File: src/rtl/i2c_line_filter.sv
// i2c_line_filter: synchronises and deglitches raw SCL/SDA, decodes
// START/STOP from the filtered levels, tracks bus-busy and flags lines
// held low beyond a timeout. Line index 0 is SCL, 1 is SDA.
module i2c_line_filter #(
  parameter int unsigned     FILT_LEN = 4,
  parameter int unsigned     TO_W     = 20,
  parameter logic [TO_W-1:0] TIMEOUT  = 20'd500000
) (
  input  logic clk,
  input  logic reset,
  input  logic scl_in,
  input  logic sda_in,
  output logic scl_out,
  output logic sda_out,
  output logic start_det,
  output logic stop_det,
  output logic bus_busy,
  output logic scl_stuck,
  output logic sda_stuck
);

  localparam int unsigned NUM_LINES = 2;
  localparam int unsigned CW        = $clog2(FILT_LEN + 1);

  logic [NUM_LINES-1:0] w_raw;
  logic [NUM_LINES-1:0] w_filt;
  logic [NUM_LINES-1:0] w_stuck;

  assign w_raw = {sda_in, scl_in};

  for (genvar g = 0; g < NUM_LINES; g++) begin : g_line
    logic            r_s1, r_s2, r_out, r_stuck;
    logic [CW-1:0]   r_fcnt;
    logic [TO_W-1:0] r_tcnt;
    logic            w_out_nxt;
    logic [CW-1:0]   w_fcnt_nxt;
    logic [TO_W-1:0] w_tcnt_nxt;

    // Glitch filter next state: follow s2 only after FILT_LEN straight disagreeing samples.
    always_comb begin
      w_out_nxt  = r_out;
      w_fcnt_nxt = '0;
      if (r_s2 != r_out) begin
        if (r_fcnt + CW'(1) == CW'(FILT_LEN)) w_out_nxt  = r_s2;
        else                                   w_fcnt_nxt = r_fcnt + CW'(1);
      end
    end

    // Stuck counter tracks the next filtered level so the lowering edge counts as 1.
    always_comb begin
      w_tcnt_nxt = '0;
      if (!w_out_nxt)
        w_tcnt_nxt = (r_tcnt == TIMEOUT) ? r_tcnt : r_tcnt + TO_W'(1);
    end

    // Per-line synchroniser, filter and stuck state.
    always_ff @(posedge clk) begin
      if (reset) begin
        r_s1    <= 1'b1;
        r_s2    <= 1'b1;
        r_out   <= 1'b1;
        r_fcnt  <= '0;
        r_tcnt  <= '0;
        r_stuck <= 1'b0;
      end else begin
        r_s1    <= w_raw[g];
        r_s2    <= r_s1;
        r_out   <= w_out_nxt;
        r_fcnt  <= w_fcnt_nxt;
        r_tcnt  <= w_tcnt_nxt;
        r_stuck <= (w_tcnt_nxt == TIMEOUT);
      end
    end

    assign w_filt[g]  = r_out;
    assign w_stuck[g] = r_stuck;
  end

  logic r_scl_d, r_sda_d, r_start, r_stop, r_busy;
  logic w_start_cond, w_stop_cond;

  // SCL must be high in both the previous and current cycle, so a
  // simultaneous SCL/SDA change never decodes as a condition.
  assign w_start_cond = r_sda_d & ~w_filt[1] & r_scl_d & w_filt[0];
  assign w_stop_cond  = ~r_sda_d & w_filt[1] & r_scl_d & w_filt[0];

  // Condition decoder: registered pulses and bus-busy tracking.
  always_ff @(posedge clk) begin
    if (reset) begin
      r_scl_d <= 1'b1;
      r_sda_d <= 1'b1;
      r_start <= 1'b0;
      r_stop  <= 1'b0;
      r_busy  <= 1'b0;
    end else begin
      r_scl_d <= w_filt[0];
      r_sda_d <= w_filt[1];
      r_start <= w_start_cond;
      r_stop  <= w_stop_cond;
      if (w_start_cond)     r_busy <= 1'b1;
      else if (w_stop_cond) r_busy <= 1'b0;
    end
  end

  assign scl_out   = w_filt[0];
  assign sda_out   = w_filt[1];
  assign start_det = r_start;
  assign stop_det  = r_stop;
  assign bus_busy  = r_busy;
  assign scl_stuck = w_stuck[0];
  assign sda_stuck = w_stuck[1];

endmodule
File: config.mk
export PLATFORM = sky130hd
export DESIGN_NAME = i2c_line_filter
export DESIGN_NICKNAME = d
export VERILOG_FILES = /design/src/rtl/i2c_line_filter.sv
export SDC_FILE = /design/constraint.sdc
export NUM_CORES = 1
export LEC_CHECK = 0
export BUFFER_PORTS_ARGS = -buffer_cell sky130_fd_sc_hd__buf_2
export CAP_MARGIN = 25
export CORE_ASPECT_RATIO = 1.4
export CORE_UTILIZATION = 65
export CTS_BUF_LIST = sky130_fd_sc_hd__clkbuf_4 sky130_fd_sc_hd__clkbuf_8
export CTS_CLUSTER_DIAMETER = 60
export DETAILED_ROUTE_END_ITERATION = 8
export MAX_ROUTING_LAYER = met4
export PLACE_DENSITY = 0.86
export SKIP_LAST_GASP = 1
export SYNTH_ARGS = -nofsm -noshare
export SYNTH_HDL_FRONTEND = slang
export SYNTH_SLANG_ARGS = --single-unit
File: constraint.sdc
create_clock -name clk -period 4.5 [get_ports clk]
set_input_delay 1.35 -clock clk [delete_from_list [all_inputs] [get_ports clk]]
set_output_delay 1.35 -clock clk [all_outputs]
set_load 0.01 [all_outputs]
; Word-level counts from Yosys, hierarchy flattened
; Index checks and enable logic that the tools add are counted.
[totals]
out_inout_bits = 7
input_bits = 4
register_bits = 59
wordCells = 52
[classes]
n_mux = 10
n_reduce_logical = 3
n_addsub = 4
n_bitwise = 10
n_eq_ne = 8
[op_table]
columns = cell, n
row1 = $eq 20x19->1 const B, 4
row2 = $mux 20, 4
row3 = $add 20x1->20 const B, 2
row4 = $add 3x1->3 const B, 2
row5 = $and 1x1->1, 6
row6 = $eq 3x3->1 const B, 2
row7 = $mux 1, 6
row8 = $reduce_or 3->1, 2
row9 = $not 1->1, 4
row10 = $ne 1x1->1, 2
row11 = $reduce_bool 2->1, 1

; Logic depth before layout (Yosys ltp)
[depth]
depth_word = 6
ltp_mapped = 10
ltp_nobuf = 8

; Worst setup path before layout
; Ideal clock, no wire load.
[synth_timing]
path_kind = in2reg
startpoint = input reset
endpoint = register g_line[1].r_tcnt[10]
path_stages = 4
n_path_buf = 2
t_arrival_ps = 2075
required_ps = 4373
setup_ps = 127
setup_slack_ps = 2298
path_cell_list = a311o_1 clkbuf_1 clkbuf_1 nor2_1
[synth_rtl]
columns = item, line_no
row1 = start: declaration, 10  ; input logic reset,
row2 = end signal: assignment, 70  ; r_tcnt <= w_tcnt_nxt;
row3 = end: declaration, 34  ; logic [TO_W-1:0] r_tcnt;

==> flow_metrics.env <==
export IMPL_crit_type="in -> reg"
export IMPL_synth_yosys_warnings=0
export IMPL_overall_die_width_um=59.9
export IMPL_route_met2_wl_mm=3.17
export IMPL_cts_post_setup_buffers_inserted=0
export IMPL_end_kind="flop"
export IMPL_ys_seq_area_share_pct=38.8
export IMPL_cts_max_level=3
export IMPL_gp_congestion=0.966
export IMPL_grt_setup_unrepaired="no"
export IMPL_worstMarginPinSlew_ps=825
export IMPL_start_util_pct=67.7
export IMPL_fp_dieArea_sq_um=4970
export IMPL_num_rows=29
export IMPL_post_route_drc_count=0
export IMPL_numPortBuffers=10
export IMPL_status="finished, final reports clean"
export IMPL_finalClockSkew_ps=7.62
export IMPL_cts_clk_slew_worst_paths_ps=70
export IMPL_detailroute_via_count=2516
export IMPL_synthMuxAreaShare_pct=1.03
export IMPL_number_of_sinks_on_the_clock_net=59
export IMPL_fillCellCount=356
export IMPL_area_growth_syn_to_layout_pct=5.17
export IMPL_edff_count_synth=0
export IMPL_wl_mm=6.12
export IMPL_routed_via_density=6.02
export IMPL_yosys_area_share_adder_pct=3.28
export IMPL_grt_first_pass_wirelength_mm=9.68
export IMPL_ioPinCount=11
export IMPL_root_buffer="sky130_fd_sc_hd__clkbuf_8"
export IMPL_regToRegSetupSlack_ps=2200
export IMPL_ir_worst_vdd_mv=0.265
export IMPL_post_drt_wl_per_cell_um=14.6
export IMPL_hold_class="reg -> reg"
export IMPL_synthesized_flop_and_latch_total=59
export IMPL_yosys_area_share_simple_pct=30.8
export IMPL_cts_path_max_buffers=2
export IMPL_gr_usage_all_layers_pct=26.6
export IMPL_met3_length_um=220
export IMPL_place_detailed_hpwl_mm=4.28
export IMPL_finalSetupViolCount=0
export IMPL_min_hold_slack_ps=415
export IMPL_postSynthAreaPerCell_sq_um=8.73
export IMPL_final_min_period_over_clock_period_pct=54.4
export IMPL_main_combinational_cell_family_by_area_after_synthesis="simple AND/OR/NAND/NOR gates"
export IMPL_postRouteAntennaNets=0
export IMPL_ctsResizeCount=0
export IMPL_worstSetupStartpointType="primary input"
export IMPL_initial_drt_markers=190
export IMPL_total_nets_after_synthesis=361
export IMPL_largest_net_degree_at_the_start_of_global_routing=21
export IMPL_setup_total_negative_slack_ps=0
export IMPL_die_height_um=83.0
export IMPL_synth_xor_area_share_pct=12.6
export IMPL_core_region_area_sq_um=4500
export IMPL_yosysTopAreaCell="sky130_fd_sc_hd__dfxtp_1"
export IMPL_cts_hold_repair_buffers=0
export IMPL_met1_length_mm=2.52
export IMPL_cp_max_fo=20
export IMPL_post_route_min_period_ps=2450
export IMPL_p_leak_nw=1.11
export IMPL_cts_inserted_buffers=9
export IMPL_insertedDiodeCount=0
export IMPL_cts_tree="done"
export IMPL_async_set_or_reset_flop_fraction_in_the_synthesized_netlist_pct=0
export IMPL_drt_pass1_iter_count=4
export IMPL_vias_in_the_first_global_route=2304
export IMPL_layout_drive_gt1_share_pct=11.2
export IMPL_maxUsedRoutingLayer="met4"
export IMPL_timing_fmax_ghz=0.408
export IMPL_max_slew_margin_pct=45.0
export IMPL_grt_overflow=0
export IMPL_cp_arrival_ps=2690
export IMPL_drv_slew=0
export IMPL_syn_instance_count=349
export IMPL_yosysUniqueCellTypes=54
export IMPL_power_density_nw_per_um2=297
export IMPL_ys_top_cells_by_area="sky130_fd_sc_hd__dfxtp_1, sky130_fd_sc_hd__xor2_1, sky130_fd_sc_hd__nor2_1, sky130_fd_sc_hd__xnor2_1, sky130_fd_sc_hd__and3_1"
export IMPL_synth_compound_area_share_pct=7.76
export IMPL_data_required_time_of_the_worst_path_ps=4740
export IMPL_yosys_most_used_dff="sky130_fd_sc_hd__dfxtp_1"
export IMPL_grt_antenna_before_repair=0
export IMPL_report_final_hold_viol_count=0
export IMPL_post_synth_top_area_fraction_pct=38.8
export IMPL_syn_cell_area_sq_um=3050
export IMPL_final_nets=363
export IMPL_drv_max_cap_violation_count=0
export IMPL_worstSkewPairLatency_ps=340
## worst paths after layout
check | start | endpoint | depth (start not counted)
min | g_line[1].r_s1$_SDFF_PP1_ | g_line[1].r_s2$_SDFF_PP1_ | 1
max reg2reg | g_line[0].r_tcnt[2]$_SDFF_PP0_ | scl_stuck$_SDFF_PP0_ | 6
max | reset | scl_stuck$_SDFF_PP0_ | 5
min reg2reg | g_line[1].r_s1$_SDFF_PP1_ | g_line[1].r_s2$_SDFF_PP1_ | 1
## cell families after synthesis
group,count (synthesis)
AND/OR/NAND/NOR,173
buffers and inverters,27
flip-flops,59
AO/OA/AOI/OAI,35
XOR/XNOR,44
adder cells (fa/ha/maj),8
multiplexers,3
## cell type report
cell class	count	area [sq um]	area share, %
Inverter	8	30.0	0.937
Multi-Input combinational cell	263	1690	52.8
Tap cell	62	77.6	2.42
Clock inverter	6	42.5	1.33
Clock buffer	10	131	4.10
Sequential cell	59	1180	36.8
Timing Repair Buffer	10	50.0	1.56
## stage by stage
| step | total power, mW | cell area (sq um) | utilization (%) | worst slack [ps] | instances |
|---|---|---|---|---|---|
| after CTS | 0.965 | 3210 | 71.2 | 2060 | 418 |
| final | 0.953 | 3210 | 71.2 | 2050 | 418 |
| after global routing | 0.989 | 3210 | 71.2 | 1940 | 418 |
| after detailed placement | 0.543 | 3030 | 67.4 | 1700 | 402 |
| after global placement | 0.543 | 3030 | 67.4 | 1770 | 402 |
| after floorplan | 0.541 | 3050 | - | 2300 | 349 |
## report_power, final
part / total, mW / internal, mW / switching (mW)
Combinational: 0.00611 / 0.00289 / 0.00321
Clock: 0.422 / 0.205 / 0.217
Sequential: 0.525 / 0.524 / 0.00118
## per-layer routing
layer	vias to the layer above	global-route usage, %
met3	22	7.01
met2	72	44.4
li1	1226	-
met4	0	15.9
met1	1196	26.7
met5	-	-
## synth_stat cells (all sizes together) (2+ instances only)
cell     instances
nand3           20
or3              2
xnor2           21
nor4b            2
o21ai            9
nand2b           5
o31ai            2
a31oi            3
a2111oi          2
clkbuf          11
nor2b            2
nand2           18
buf              8
inv              8
nand3b           2
dfxtp           59
a22oi            2
nand4           13
or2              5
mux2i            2
ha               8
nor3            10
nor3b            2
nor2            54
and2             2
or4              2
nand4b           3
and3            16
a21oi            8
and4             7
nor4             6
xor2            23
## state kept, by name (all words and copies together) (netlist names)
signal / cells
g_line.r_tcnt: 40
g_line.r_fcnt: 6
g_line.r_s1: 2
g_line.r_s2: 2
bus_busy: 1
r_scl_d: 1
r_sda_d: 1
scl_out: 1
scl_stuck: 1
sda_out: 1
sda_stuck: 1
start_det: 1
stop_det: 1
## critical path, stage by stage
cell and delay [ps]:
sky130_fd_sc_hd__buf_2 170, sky130_fd_sc_hd__a211o_1 510, sky130_fd_sc_hd__nor2_1 230, sky130_fd_sc_hd__o2111ai_1 140, sky130_fd_sc_hd__a2111oi_2 280
## cell usage in the layout (no fill, tap or decap), types with 8 or more instances in the layout
cell type and instances:
sky130_fd_sc_hd__dfxtp_1 59, sky130_fd_sc_hd__and3_1 16, sky130_fd_sc_hd__nand3_1 20, sky130_fd_sc_hd__clkbuf_8 9, sky130_fd_sc_hd__nand2_1 18, sky130_fd_sc_hd__buf_2 10, sky130_fd_sc_hd__nor2_1 53, sky130_fd_sc_hd__ha_1 8
sky130_fd_sc_hd__nand4_1 13, sky130_fd_sc_hd__inv_1 8, sky130_fd_sc_hd__xor2_1 23, sky130_fd_sc_hd__nor3_1 9, sky130_fd_sc_hd__xnor2_1 21
(Power assumes the default switching activity.)
